`src/rtl/delay_pulse_gen_if.sv`:
```
// rtl/delay_pulse_gen_if.sv - control/status bundle for the trigger-delayed pulse generator
//
// Purpose: groups the enable, time-base, trigger, programming and status
// signals of delay_pulse_gen so that they travel as one port.
//
// Signals:
//   i_en       block enable; low forces the generator idle
//   i_tick     one-clk-wide time-base strobe from the prescaler
//   i_trig     asynchronous external trigger; rising edge starts a sequence
//   i_delay    delay in ticks, sampled at trigger acceptance
//   i_width    pulse width in ticks, sampled at trigger acceptance
//   i_clr_ovr  clears the sticky overrun flag
//   o_out      delayed output pulse, registered
//   o_busy     high while a sequence is in progress
//   o_done     one-clk strobe at end of sequence
//   o_ovr      sticky flag: trigger edge arrived while busy
//
// Modports: master drives the inputs and observes status, slave is the generator.

interface delay_pulse_gen_if #(
    parameter int DELAY_W = 18,
    parameter int WIDTH_W = 18
);
    logic               i_en;
    logic               i_tick;
    logic               i_trig;
    logic [DELAY_W-1:0] i_delay;
    logic [WIDTH_W-1:0] i_width;
    logic               i_clr_ovr;
    logic               o_out;
    logic               o_busy;
    logic               o_done;
    logic               o_ovr;

    modport master (
        output i_en, i_tick, i_trig, i_delay, i_width, i_clr_ovr,
        input  o_out, o_busy, o_done, o_ovr
    );

    modport slave (
        input  i_en, i_tick, i_trig, i_delay, i_width, i_clr_ovr,
        output o_out, o_busy, o_done, o_ovr
    );
endinterface

```
`src/rtl/delay_pulse_gen.sv`:
```
// rtl/delay_pulse_gen.sv - trigger-delayed pulse generator clocked by a prescaled tick
//
// Purpose: on a rising edge of the external trigger, waits i_delay ticks and
// then drives o_out high for i_width ticks, reporting busy/done/overrun.
//
// Ports:
//   clk   system clock, all state updates on the rising edge
//   rst   asynchronous active-high reset
//   bus   delay_pulse_gen_if.slave (enable, tick, trigger, programming, status)

module delay_pulse_gen #(
    parameter int DELAY_W = 18,
    parameter int WIDTH_W = 18
) (
    input  logic                  clk,
    input  logic                  rst,
    delay_pulse_gen_if.slave      bus
);
    localparam int CNT_W = (DELAY_W > WIDTH_W) ? DELAY_W : WIDTH_W;

    localparam logic [1:0] S_IDLE  = 2'd0;
    localparam logic [1:0] S_DELAY = 2'd1;
    localparam logic [1:0] S_PULSE = 2'd2;

    logic [1:0]         r_state;
    logic [CNT_W-1:0]   r_cnt;
    logic [WIDTH_W-1:0] r_width_lat;
    logic               r_out;
    logic               r_busy;
    logic               r_done;
    logic               r_ovr;
    logic               r_s0;
    logic               r_s1;
    logic               r_s2;

    logic               w_edge;
    logic               w_ovr_set;
    logic               w_cnt_last;

    // s0 is the metastability catcher; the edge is taken between s1 and s2.
    assign w_edge     = r_s1 & ~r_s2;
    assign w_ovr_set  = bus.i_en && w_edge && (r_state != S_IDLE);
    assign w_cnt_last = (r_cnt == CNT_W'(1));

    always_ff @(posedge clk or posedge rst) begin
        if (rst) begin
            r_s0 <= 1'b0;
            r_s1 <= 1'b0;
            r_s2 <= 1'b0;
        end else begin
            r_s0 <= bus.i_trig;
            r_s1 <= r_s0;
            r_s2 <= r_s1;
        end
    end

    // Set has priority so an overrun landing on the clear edge is not lost.
    always_ff @(posedge clk or posedge rst) begin
        if (rst) begin
            r_ovr <= 1'b0;
        end else if (w_ovr_set) begin
            r_ovr <= 1'b1;
        end else if (bus.i_clr_ovr) begin
            r_ovr <= 1'b0;
        end
    end

    always_ff @(posedge clk or posedge rst) begin
        if (rst) begin
            r_state     <= S_IDLE;
            r_cnt       <= '0;
            r_width_lat <= '0;
            r_out       <= 1'b0;
            r_busy      <= 1'b0;
            r_done      <= 1'b0;
        end else begin
            r_done <= 1'b0;
            if (!bus.i_en) begin
                r_state     <= S_IDLE;
                r_cnt       <= '0;
                r_width_lat <= '0;
                r_out       <= 1'b0;
                r_busy      <= 1'b0;
            end else begin
                case (r_state)
                    S_IDLE: begin
                        if (w_edge) begin
                            r_width_lat <= bus.i_width;
                            if (bus.i_delay != '0) begin
                                r_cnt   <= CNT_W'(bus.i_delay);
                                r_busy  <= 1'b1;
                                r_state <= S_DELAY;
                            end else if (bus.i_width != '0) begin
                                r_cnt   <= CNT_W'(bus.i_width);
                                r_out   <= 1'b1;
                                r_busy  <= 1'b1;
                                r_state <= S_PULSE;
                            end else begin
                                // Empty sequence: report completion without ever going busy.
                                r_done  <= 1'b1;
                            end
                        end
                    end
                    S_DELAY: begin
                        if (bus.i_tick) begin
                            if (w_cnt_last) begin
                                if (r_width_lat != '0) begin
                                    r_cnt   <= CNT_W'(r_width_lat);
                                    r_out   <= 1'b1;
                                    r_state <= S_PULSE;
                                end else begin
                                    r_cnt   <= '0;
                                    r_done  <= 1'b1;
                                    r_busy  <= 1'b0;
                                    r_state <= S_IDLE;
                                end
                            end else begin
                                r_cnt <= r_cnt - CNT_W'(1);
                            end
                        end
                    end
                    S_PULSE: begin
                        if (bus.i_tick) begin
                            if (w_cnt_last) begin
                                r_cnt   <= '0;
                                r_out   <= 1'b0;
                                r_done  <= 1'b1;
                                r_busy  <= 1'b0;
                                r_state <= S_IDLE;
                            end else begin
                                r_cnt <= r_cnt - CNT_W'(1);
                            end
                        end
                    end
                    default: begin
                        r_state <= S_IDLE;
                        r_cnt   <= '0;
                        r_out   <= 1'b0;
                        r_busy  <= 1'b0;
                    end
                endcase
            end
        end
    end

    assign bus.o_out  = r_out;
    assign bus.o_busy = r_busy;
    assign bus.o_done = r_done;
    assign bus.o_ovr  = r_ovr;

endmodule

```
`src/flat_wrapper.sv`:
```
// flat-port wrapper written by rule: the top's interface ports become plain ports
module delay_pulse_gen_flat 
#(
    parameter int DELAY_W = 18,
    parameter int WIDTH_W = 18
)
  (clk, rst, bus_i_en, bus_i_tick, bus_i_trig, bus_i_delay, bus_i_width, bus_i_clr_ovr, bus_o_out, bus_o_busy, bus_o_done, bus_o_ovr);
  delay_pulse_gen_if #(.DELAY_W(DELAY_W), .WIDTH_W(WIDTH_W)) bus_i ();
  input  logic clk;
  input  logic rst;
  input wire logic [$bits(bus_i.i_en)-1:0] bus_i_en;
  input wire logic [$bits(bus_i.i_tick)-1:0] bus_i_tick;
  input wire logic [$bits(bus_i.i_trig)-1:0] bus_i_trig;
  input wire logic [$bits(bus_i.i_delay)-1:0] bus_i_delay;
  input wire logic [$bits(bus_i.i_width)-1:0] bus_i_width;
  input wire logic [$bits(bus_i.i_clr_ovr)-1:0] bus_i_clr_ovr;
  output wire logic [$bits(bus_i.o_out)-1:0] bus_o_out;
  output wire logic [$bits(bus_i.o_busy)-1:0] bus_o_busy;
  output wire logic [$bits(bus_i.o_done)-1:0] bus_o_done;
  output wire logic [$bits(bus_i.o_ovr)-1:0] bus_o_ovr;
  assign bus_i.i_en = bus_i_en;
  assign bus_i.i_tick = bus_i_tick;
  assign bus_i.i_trig = bus_i_trig;
  assign bus_i.i_delay = bus_i_delay;
  assign bus_i.i_width = bus_i_width;
  assign bus_i.i_clr_ovr = bus_i_clr_ovr;
  assign bus_o_out = bus_i.o_out;
  assign bus_o_busy = bus_i.o_busy;
  assign bus_o_done = bus_i.o_done;
  assign bus_o_ovr = bus_i.o_ovr;
  delay_pulse_gen #(.DELAY_W(DELAY_W), .WIDTH_W(WIDTH_W)) u_core (.clk(clk), .rst(rst), .bus(bus_i));
endmodule
```
`config.mk`:
```
export PLATFORM = sky130hd
export DESIGN_NAME = delay_pulse_gen_flat
export DESIGN_NICKNAME = d
export VERILOG_FILES = /design/src/rtl/delay_pulse_gen_if.sv /design/src/rtl/delay_pulse_gen.sv /design/src/flat_wrapper.sv
export SDC_FILE = /design/constraint.sdc
export NUM_CORES = 1
export LEC_CHECK = 0
export CORE_ASPECT_RATIO = 2
export CORE_MARGIN = 10
export CORE_UTILIZATION = 25
export CTS_CLUSTER_DIAMETER = 100
export DETAILED_ROUTE_END_ITERATION = 10
export PLACE_DENSITY_LB_ADDON = 0.05
export SYNTH_ARGS = -nofsm -noshare
export SYNTH_HDL_FRONTEND = slang
export SYNTH_SLANG_ARGS = --single-unit
```
`constraint.sdc`:
```
create_clock -name clk -period 3.02 [get_ports clk]
set_input_delay 0.302 -clock clk [delete_from_list [all_inputs] [get_ports clk]]
set_output_delay 0.302 -clock clk [all_outputs]
set_load 0.005 [all_outputs]
```
==> results.json, run 1 <==
{
  "skew_ns": 0.00217,
  "yosys.area.top_type_share_pct": 39.4,
  "p_sw_share_pct": 45.7,
  "outcome": "completed",
  "power.density_nw_per_um2": 872,
  "cts_hold_buf": 0,
  "setup_viol": 0,
  "drt_iter0_markers": 154,
  "finalCritPeriodShare_pct": 87.0,
  "die_x_um": 95.6,
  "crit_path_max_fanout": 5,
  "leakagePower_uw": 0.00150,
  "finalNetCount": 447,
  "netlist_area_sq_um": 2860,
  "clk_latency_ns": 0.29,
  "ys_async_sr_fraction_pct": 100,
  "cts_made_buffers": 5,
  "slew_headroom_pct": 51.5,
  "cp.required_ns": 3.20,
  "dp_hpwl_um": 10000,
  "yosysMostFrequentCell": "nand2_1",
  "critPathKind": "register to register",
  "grt_antenna_before_repair": 0,
  "slowest_delay_ns": 0.50,
  "synth-warning-count": 0,
  "first_pass_iters": 6,
  "synthCells": 339,
  "grt_first_pass_wirelength_um": 18800,
  "antenna_cells": 0,
  "fmax_mhz": 381,
  "vdd_drop_max_mv": 0.279,
  "final_max_slew_viol_count": 0,
  "crit_slowest_cell": "or4b_4",
  "fin_util_pct": 33.1,
  "initial_core_util_pct": 25.3,
  "end_kind": "register",
  "drc": 0,
  "power_frac_seq_pct": 27.9,
  "root_buffer": "clkbuf_16",
  "critPathLaunchType": "register",
  "die_area_sq_um": 16400,
  "port_buffers": 45,
  "fin_tns_setup_ns": 0,
  "ys_types": 57,
  "synth.avg_cell_area_sq_um": 8.43,
  "synth_top_flop_cell": "dfrtp_1",
  "io_pins": 46,
  "cts_max_level": 2,
  "crit_path_cell_trace": "inv_1 -> ha_1 -> or4b_4 -> or3_4 -> o21ai_2 -> buf_4 -> nor3_1 -> o31a_1 -> a211o_1",
  "min_path_type": "primary input to asynchronous set/reset pin",
  "post_cts_buffers": 0,
  "fin_hold_ws_ns": 0.238,
  "track_usage_pct": 15.5,
  "core_sq_um": 11300,
  "tritoncts": "yes",
  "synth_commonest_cells": "64 x nand2_1, 45 x dfrtp_1, 35 x a21oi_1, 19 x inv_1",
  "switchingPower_uw": 1490,
  "cts.path.max_buffers": 2,
  "clk_pin_slew_ns": 0.07,
  "num-fill-cells": 1268,
  "gp_congestion": 0.877,
  "viasPerCell": 5.37,
  "pwr-share-clk_pct": 17.3,
  "ys_seq_area_share_pct": 39.4,
  "rows": 55,
  "synth_nets": 387,
  "die_y_um": 171,
  "ant_nets": 0,
  "worstMarginPinSlew_ns": 0.721,
  "rsz0062_at_grt": "no",
  "overflow": 0,
  "wl_per_cell_um": 22.6,
  "grt_pass1_vias": 3163,
  "synth-seq-cells": 45,
  "path_delay_family": "simple AND/OR/NAND/NOR gates",
  "final.min_clock_period_ns": 2.63,
  "synth_top_cell_by_area": "dfrtp_1",
  "synth_edf_count": 0,
  "grt_max_degree": 36,
  "drt-total-wl_um": 12200,
  "cap_viol_max_count": 0,
  "p_comb_share_pct": 54.8,
  "worst-path-buf-inv": 2,
  "num_vias": 2913,
  "synthTopCellsByArea": "dfrtp_1 39%, nand2_1 8.4%, a21oi_1 6.1%",
  "drive_gt1_share_pct": 11.5,
  "cts.sinks": 45,
  "cts_resized": 0,
  "internal-power_uw": 1770,
  "area_growth_pct": 30.8,
  "final-hold-violation-count": 0,
  "cp_data_arrival_time_ns": 2.81
}
## stage by stage
| stage | std cells | setup WS [ns] | area, sq um | power (uW) |
|---|---|---|---|---|
| finish | 542 | 0.393 | 3740 | 3260 |
| global route | 542 | 0.203 | 3740 | 3500 |
| CTS | 542 | 0.382 | 3740 | 3290 |
| detailed placement | 534 | 0.406 | 3600 | 2710 |
| global placement | 534 | 0.395 | 3600 | 2730 |
| floorplan | 339 | 0.670 | 2860 | 2010 |
## sequential cells by signal, summed over array words and instances, names as in the netlist
name / cells
u_core.bus.o_busy: 1
u_core.bus.o_ovr: 1
u_core.bus.o_out: 1
u_core.r_s0: 1
u_core.r_s1: 1
u_core.bus.o_done: 1
u_core.r_cnt: 18
u_core.r_width_lat: 18
u_core.r_state: 2
u_core.r_s2: 1
## worst reg2reg max path, stage by stage, from the launching register on
cell,delay [ns]
dfrtp_1,0.40
inv_1,0.10
ha_1,0.16
or4b_4,0.50
or3_4,0.36
o21ai_2,0.16
buf_4,0.16
nor3_1,0.07
o31a_1,0.33
a211o_1,0.26
## metal layers
metal / GRT usage [%] / up-vias / routed length, um
met2: 27.9 / 82 / 6620
met3: 2.66 / 22 / 489
met5: 0 / - / 0
met4: 6.51 / 0 / 409
met1: 17.2 / 1415 / 4720
li1: - / 1394 / -
## placed cells by master, fill, tap and decap left out, drive strengths merged, types with 3 or more instances in the layout
cell,Yosys,routed
o211ai,6,6
o221ai,10,10
o21ai,9,9
or3,3,3
o2bb2ai,6,6
a22o,3,3
ha,6,6
inv,19,19
nand2b,4,4
o31ai,7,7
clkinv,1,3
dfrtp,45,45
nand2,65,65
buf,2,24
clkbuf,14,5
nand4,4,4
nor4,15,15
a221oi,8,8
o22ai,3,3
a21oi,35,35
or2,3,3
nor3,12,12
or4,6,6
xnor2,6,6
nor2,11,11
nand3,8,8
clkdlybuf4s50,0,45
## final timing paths
kind	from	endpoint	slack, ns	cells past startpoint
worst max-delay path	u_core.r_cnt[1]$_DFFE_PP0P_	u_core.r_cnt[11]$_DFFE_PP0P_	0.39	9
worst min-delay path	rst	u_core.r_s2$_DFF_PP0_	0.24	2
worst max register to register	u_core.r_cnt[1]$_DFFE_PP0P_	u_core.r_cnt[11]$_DFFE_PP0P_	0.39	9
worst min register to register	u_core.r_s0$_DFF_PP0_	u_core.r_s1$_DFF_PP0_	0.36	0
max in group asynchronous	rst	u_core.r_cnt[11]$_DFFE_PP0P_	2.02	3
min in group clk	u_core.r_s0$_DFF_PP0_	u_core.r_s1$_DFF_PP0_	0.36	0
## cells by family after synthesis
logic type	share of synthesized area [%]
AOI/OAI and AO/OA	26.2
buffers and inverters	5.25
adders and majority gates	2.63
and+or+nand+nor	24.4
DFF	39.4
xor gates and xnor gates	2.14
## power groups by stage
| stage | sequential, uW | combinational [uW] | clock (uW) |
|---|---|---|---|
| detailed placement | 923 | 1790 | 0 |
| global placement | 921 | 1810 | 0 |
| global route | 937 | 1960 | 605 |
| finish | 911 | 1790 | 564 |
| CTS | 912 | 1800 | 580 |
| floorplan | 846 | 1160 | 0 |
## area by class of cell
cell class                      instances  area (sq um)  area share, %
Multi-Input combinational cell        258          1590           42.5
Sequential cell                        45          1130           30.1
Timing Repair Buffer                   69           631           16.9
Tap cell                              142           178           4.75
Clock buffer                            5           125           3.35
Inverter                               20          75.1           2.01
Clock inverter                          3          17.5          0.468
Power figures use the tool's default switching activity.
==> run 2: changes to the inputs <==
--- a/config.mk
+++ b/config.mk
@@ -5,11 +5,13 @@
 export SDC_FILE = /design/constraint.sdc
 export NUM_CORES = 1
 export LEC_CHECK = 0
+export CAP_MARGIN = 40
 export CORE_ASPECT_RATIO = 2
 export CORE_MARGIN = 10
 export CORE_UTILIZATION = 25
 export CTS_CLUSTER_DIAMETER = 100
 export DETAILED_ROUTE_END_ITERATION = 10
+export DONT_BUFFER_PORTS = 1
 export PLACE_DENSITY_LB_ADDON = 0.05
 export SYNTH_ARGS = -nofsm -noshare
 export SYNTH_HDL_FRONTEND = slang
==> results.json, run 2 (synthesis results as in run 1) <==
{
  "drc": 0,
  "final_max_slew_viol_count": 0,
  "reg2reg_slack_ns": 0.31,
  "antenna_cells": 0,
  "io_pins": 46,
  "slowest_delay_ns": 0.50,
  "crit_slowest_cell": "or4b_4",
  "drt-total-wl_um": 12600,
  "reg2reg_to": "u_core.r_state[1]$_DFFE_PP0P_",
  "setup_viol": 0,
  "ant_nets": 0,
  "finalCritPeriodShare_pct": 89.6,
  "fin_tns_setup_ns": 0,
  "num-fill-cells": 1265,
  "drt_iter0_markers": 132,
  "hold_start": "bus_i_trig",
  "die_y_um": 171,
  "slew_headroom_pct": 56.6,
  "cp.required_ns": 3.21,
  "final_common_cell": "nand2_1",
  "worstMarginPinSlew_ns": 0.645,
  "num_vias": 2718,
  "fmax_mhz": 369,
  "wl_per_cell_um": 25.3,
  "cts.path.max_buffers": 2,
  "tritoncts": "yes",
  "grt_max_degree": 29,
  "final.min_clock_period_ns": 2.71,
  "multi_input_area_sq_um": 1590,
  "cap_viol_max_count": 0,
  "grt_first_pass_wirelength_um": 19000,
  "rr_startpoint": "u_core.r_cnt[1]$_DFFE_PP0P_",
  "rows": 55,
  "track_usage_pct": 15.9,
  "cts_made_buffers": 5,
  "gp_congestion": 0.867,
  "finalNetCount": 402,
  "post_cts_buffers": 0,
  "skew_ns": 0.00458,
  "area_growth_pct": 15.3,
  "worstRegToRegCells": 9,
  "cts_max_level": 2,
  "layout_common_cells": "64 x nand2_1, 45 x dfrtp_1, 35 x a21oi_1",
  "hold_end": "u_core.r_s0$_DFF_PP0_",
  "cts.sinks": 45,
  "overflow": 0,
  "cp_data_arrival_time_ns": 2.90,
  "grt_pass1_vias": 2970,
  "clk_pin_slew_ns": 0.07,
  "outcome": "completed",
  "die_x_um": 95.6,
  "power.density_nw_per_um2": 969,
  "critPathKind": "register to register",
  "core_sq_um": 11300,
  "end_kind": "register",
  "dp_hpwl_um": 10300,
  "critPathLaunchType": "register",
  "leakagePower_uw": 0.00133,
  "initial_core_util_pct": 25.3,
  "crit_path_cell_trace": "inv_1 -> ha_1 -> or4b_4 -> or3_4 -> o21ai_2 -> buf_4 -> and2_1 -> a21oi_1 -> a311oi_1",
  "clk_latency_ns": 0.29,
  "root_buffer": "clkbuf_16",
  "drive_gt1_share_pct": 12.7,
  "regArea_sq_um": 1130,
  "first_pass_iters": 4,
  "min_path_type": "primary input to register",
  "viasPerCell": 5.47,
  "fin_hold_ws_ns": 0.0336,
  "final-hold-violation-count": 0,
  "crit_path_max_fanout": 7,
  "grt_antenna_before_repair": 0,
  "rsz0062_at_grt": "no",
  "vdd_drop_max_mv": 0.306,
  "port_buffers": 0,
  "hold_depth": 0,
  "largest_registers": "u_core.r_cnt x18, u_core.r_width_lat x18, u_core.r_state x2",
  "die_area_sq_um": 16400
}
[run 2: cell types whose count changed in the layout (fill, tap and decap cells not counted)]
cell / delta
clkdlybuf4s50_1: -45
buf_4: -1
clkinv_2: -1
dlygate4sd3_1: +1
inv_6: +1
[run 2: worst max-delay path: cells and delay by family (launching register included)]
family | cells | cell delay (ns)
AOI/OAI and AO/OA | 3 | 0.68
adders and majority gates | 1 | 0.16
buffers and inverters | 2 | 0.33
DFF | 1 | 0.41
and+or+nand+nor | 3 | 1.03
[run 2: layout make-up]
type / count / area share (%)
clock buffer: 5 / 3.80
tap: 142 / 5.39
multi-input combinational: 258 / 48.2
clock inverter: 3 / 0.645
sequential: 45 / 34.2
inverter: 20 / 2.28
timing repair buffer: 24 / 5.54
[run 2: through the flow]
| stage | cell area (sq um) | std cells | worst slack [ns] | util [%] | power (uW) |
|---|---|---|---|---|---|
| finish | 3300 | 497 | 0.313 | 29.2 | 3190 |
| global route | 3300 | 497 | 0.192 | 29.2 | 3440 |
| CTS | 3300 | 497 | 0.320 | 29.2 | 3220 |
| detailed placement | 3140 | 488 | 0.343 | 27.8 | 2630 |
| global placement | 3140 | 488 | 0.358 | 27.8 | 2660 |
| floorplan | 2860 | 339 | 0.670 | - | 2010 |
[run 2: report_power, final]
group / switching (uW) / internal (uW)
clock: 260 / 309
sequential: 177 / 732
combinational: 1040 / 679
total: 1470 / 1720
[run 2: what timing repair did]
action / CTS / global route
hold endpoints to repair: 16 / 0
hold buffers: 1 / 0
resized for setup: 0 / 0
[run 2: worst max-delay path by stage]
stage / from / endpoint / slack (ns) / cells after the start
floorplan: u_core.r_state[1]$_DFFE_PP0P_ / u_core.r_cnt[11]$_DFFE_PP0P_ / 0.67 / 10
finish: u_core.r_cnt[1]$_DFFE_PP0P_ / u_core.r_state[1]$_DFFE_PP0P_ / 0.31 / 9
global placement: u_core.r_state[0]$_DFFE_PP0P_ / u_core.r_cnt[9]$_DFFE_PP0P_ / 0.36 / 7
global route: u_core.r_cnt[1]$_DFFE_PP0P_ / u_core.r_state[1]$_DFFE_PP0P_ / 0.19 / 9
detailed placement: u_core.r_cnt[1]$_DFFE_PP0P_ / u_core.r_state[1]$_DFFE_PP0P_ / 0.34 / 9
CTS: u_core.r_cnt[1]$_DFFE_PP0P_ / u_core.r_state[1]$_DFFE_PP0P_ / 0.32 / 9
[run 2: routing by layer]
metal | wire [um] | vias up | GRT usage [%]
met5 | 0 | - | 0
met4 | 335 | 0 | 6.25
met3 | 775 | 15 | 3.23
met2 | 6900 | 90 | 28.7
met1 | 4570 | 1316 | 17.3
li1 | - | 1297 | -
==> run 3: changes to the inputs <==
--- a/config.mk
+++ b/config.mk
@@ -12,7 +12,8 @@
 export CTS_CLUSTER_DIAMETER = 100
 export DETAILED_ROUTE_END_ITERATION = 10
 export DONT_BUFFER_PORTS = 1
-export PLACE_DENSITY_LB_ADDON = 0.05
+export GPL_ROUTABILITY_DRIVEN = 1
+export PLACE_DENSITY = 0.48
 export SYNTH_ARGS = -nofsm -noshare
 export SYNTH_HDL_FRONTEND = slang
 export SYNTH_SLANG_ARGS = --single-unit
==> results.json, run 3 (synthesis results as in run 1) <==
{
  "ant_nets": 0,
  "critPathKind": "register to register",
  "initial_core_util_pct": 25.3,
  "cap_viol_max_count": 0,
  "grt_first_pass_wirelength_um": 16800,
  "pwr-share-clk_pct": 21.0,
  "vdd_drop_max_mv": 0.440,
  "drt_iter0_markers": 184,
  "regArea_sq_um": 1130,
  "hold_end": "u_core.r_s0$_DFF_PP0_",
  "switchingPower_uw": 1410,
  "port_buffers": 0,
  "setup_viol": 0,
  "rsz0062_at_grt": "no",
  "rows": 55,
  "drive_gt1_share_pct": 11.7,
  "finalPower_uw": 3200,
  "first_pass_iters": 4,
  "grt_pass1_vias": 2988,
  "io_pins": 46,
  "core_sq_um": 11300,
  "cts.path.max_buffers": 2,
  "clk_latency_ns": 0.30,
  "overflow": 0,
  "reg2reg_slack_ns": 0.31,
  "cp.required_ns": 3.18,
  "cts_made_buffers": 5,
  "drt-total-wl_um": 10900,
  "wl_per_cell_um": 22.0,
  "root_buffer": "clkbuf_16",
  "largest_registers": "u_core.r_cnt x18, u_core.r_width_lat x18, u_core.r_state x2",
  "finalNetCount": 398,
  "multi_input_area_sq_um": 1590,
  "p_comb_share_pct": 50.8,
  "fin_hold_ws_ns": 0.0257,
  "cts_max_level": 2,
  "worstRegToRegCells": 7,
  "reg2reg_to": "u_core.r_cnt[4]$_DFFE_PP0P_",
  "worst_slack_ns": 0.313,
  "outcome": "completed",
  "num_vias": 2747,
  "dp_hpwl_um": 8880,
  "min_path_type": "primary input to register",
  "finalCritPeriodShare_pct": 89.6,
  "power.density_nw_per_um2": 964,
  "layout_common_cells": "64 x nand2_1, 45 x dfrtp_1, 35 x a21oi_1",
  "place_ws_ns": 0.327,
  "hold_start": "bus_i_trig",
  "grt_antenna_before_repair": 0,
  "die_y_um": 171,
  "final_max_slew_viol_count": 0,
  "cp_data_arrival_time_ns": 2.87,
  "final-hold-violation-count": 0,
  "track_usage_pct": 13.6,
  "cts_resized": 0,
  "drc": 0,
  "cts.sinks": 45,
  "worstMarginPinSlew_ns": 0.790,
  "skew_ns": 0.00893,
  "rr_startpoint": "u_core.r_state[0]$_DFFE_PP0P_",
  "crit_path_max_fanout": 9,
  "slew_headroom_pct": 46.9,
  "num-fill-cells": 1262,
  "viasPerCell": 5.56,
  "final_common_cell": "nand2_1",
  "tritoncts": "yes",
  "clk_pin_slew_ns": 0.07,
  "area_growth_pct": 15.9,
  "grt_max_degree": 29,
  "gp_congestion": 0.915,
  "fin_tns_setup_ns": 0,
  "internal-power_uw": 1780,
  "fmax_mhz": 369,
  "final.min_clock_period_ns": 2.71,
  "hold_depth": 0,
  "die_area_sq_um": 16400,
  "leakagePower_uw": 0.00133,
  "die_x_um": 95.6,
  "p_sw_share_pct": 44.2,
  "end_kind": "register",
  "critPathLaunchType": "register",
  "power_frac_seq_pct": 28.2
}
[run 3: how the worst max path moves through the flow]
stage | cells past startpoint | startpoint | slack, ns | endpoint
floorplan | 10 | u_core.r_state[1]$_DFFE_PP0P_ | 0.67 | u_core.r_cnt[11]$_DFFE_PP0P_
global placement | 7 | u_core.r_state[0]$_DFFE_PP0P_ | 0.36 | u_core.r_cnt[5]$_DFFE_PP0P_
detailed placement | 7 | u_core.r_state[0]$_DFFE_PP0P_ | 0.33 | u_core.r_cnt[5]$_DFFE_PP0P_
CTS | 7 | u_core.r_state[0]$_DFFE_PP0P_ | 0.32 | u_core.r_cnt[4]$_DFFE_PP0P_
global route | 8 | u_core.r_state[0]$_DFFE_PP0P_ | 0.11 | u_core.r_cnt[16]$_DFFE_PP0P_
finish | 7 | u_core.r_state[0]$_DFFE_PP0P_ | 0.31 | u_core.r_cnt[4]$_DFFE_PP0P_
[run 3: area by class of cell]
| class | instances | area share [%] |
|---|---|---|
| diodes | 1 | 0.0755 |
| multi-input cells | 258 | 47.9 |
| clock buffers | 5 | 3.78 |
| flip-flops and latches | 45 | 34.0 |
| clock inverters | 3 | 1.43 |
| well taps | 142 | 5.36 |
| inverters | 20 | 2.27 |
| repair buffers | 20 | 5.21 |
[run 3: repair_timing]
item / in CTS / in global routing
setup buffers: 0 / 0
endpoints found under the hold margin: 24 / 0
hold buffers: 1 / 0
[run 3: worst max-delay path: stages (launching register included)]
cell and delay (ns):
dfrtp_1 0.40, inv_1 0.08, ha_1 0.27, or2_2 0.37, a22oi_1 0.37, a21boi_1 0.45, nand2b_1 0.45, o221ai_1 0.18
[run 3: stage by stage]
stage / std cells / cell area [sq um] / utilization [%]
finish: 494 / 3310 / 29.4
CTS: 493 / 3310 / 29.3
detailed placement: 484 / 3130 / 27.7
global placement: 483 / 3100 / 27.5
floorplan: 339 / 2860 / -
global route: 493 / 3310 / 29.3
[run 3: power by group through the flow]
| stage | clock network, uW | logic, uW | registers (uW) |
|---|---|---|---|
| floorplan | 0 | 1160 | 846 |
| global placement | 0 | 1620 | 902 |
| detailed placement | 0 | 1610 | 904 |
| CTS | 682 | 1620 | 896 |
| global route | 700 | 1800 | 919 |
| finish | 670 | 1620 | 901 |
[run 3: layer usage]
metal	global-route usage, %	share of wire, %	up-vias
met5	0	0	-
met4	10.8	7.2	0
met3	3.49	5.6	39
met2	24.0	53	104
met1	12.6	34	1317
li1	-	-	1287
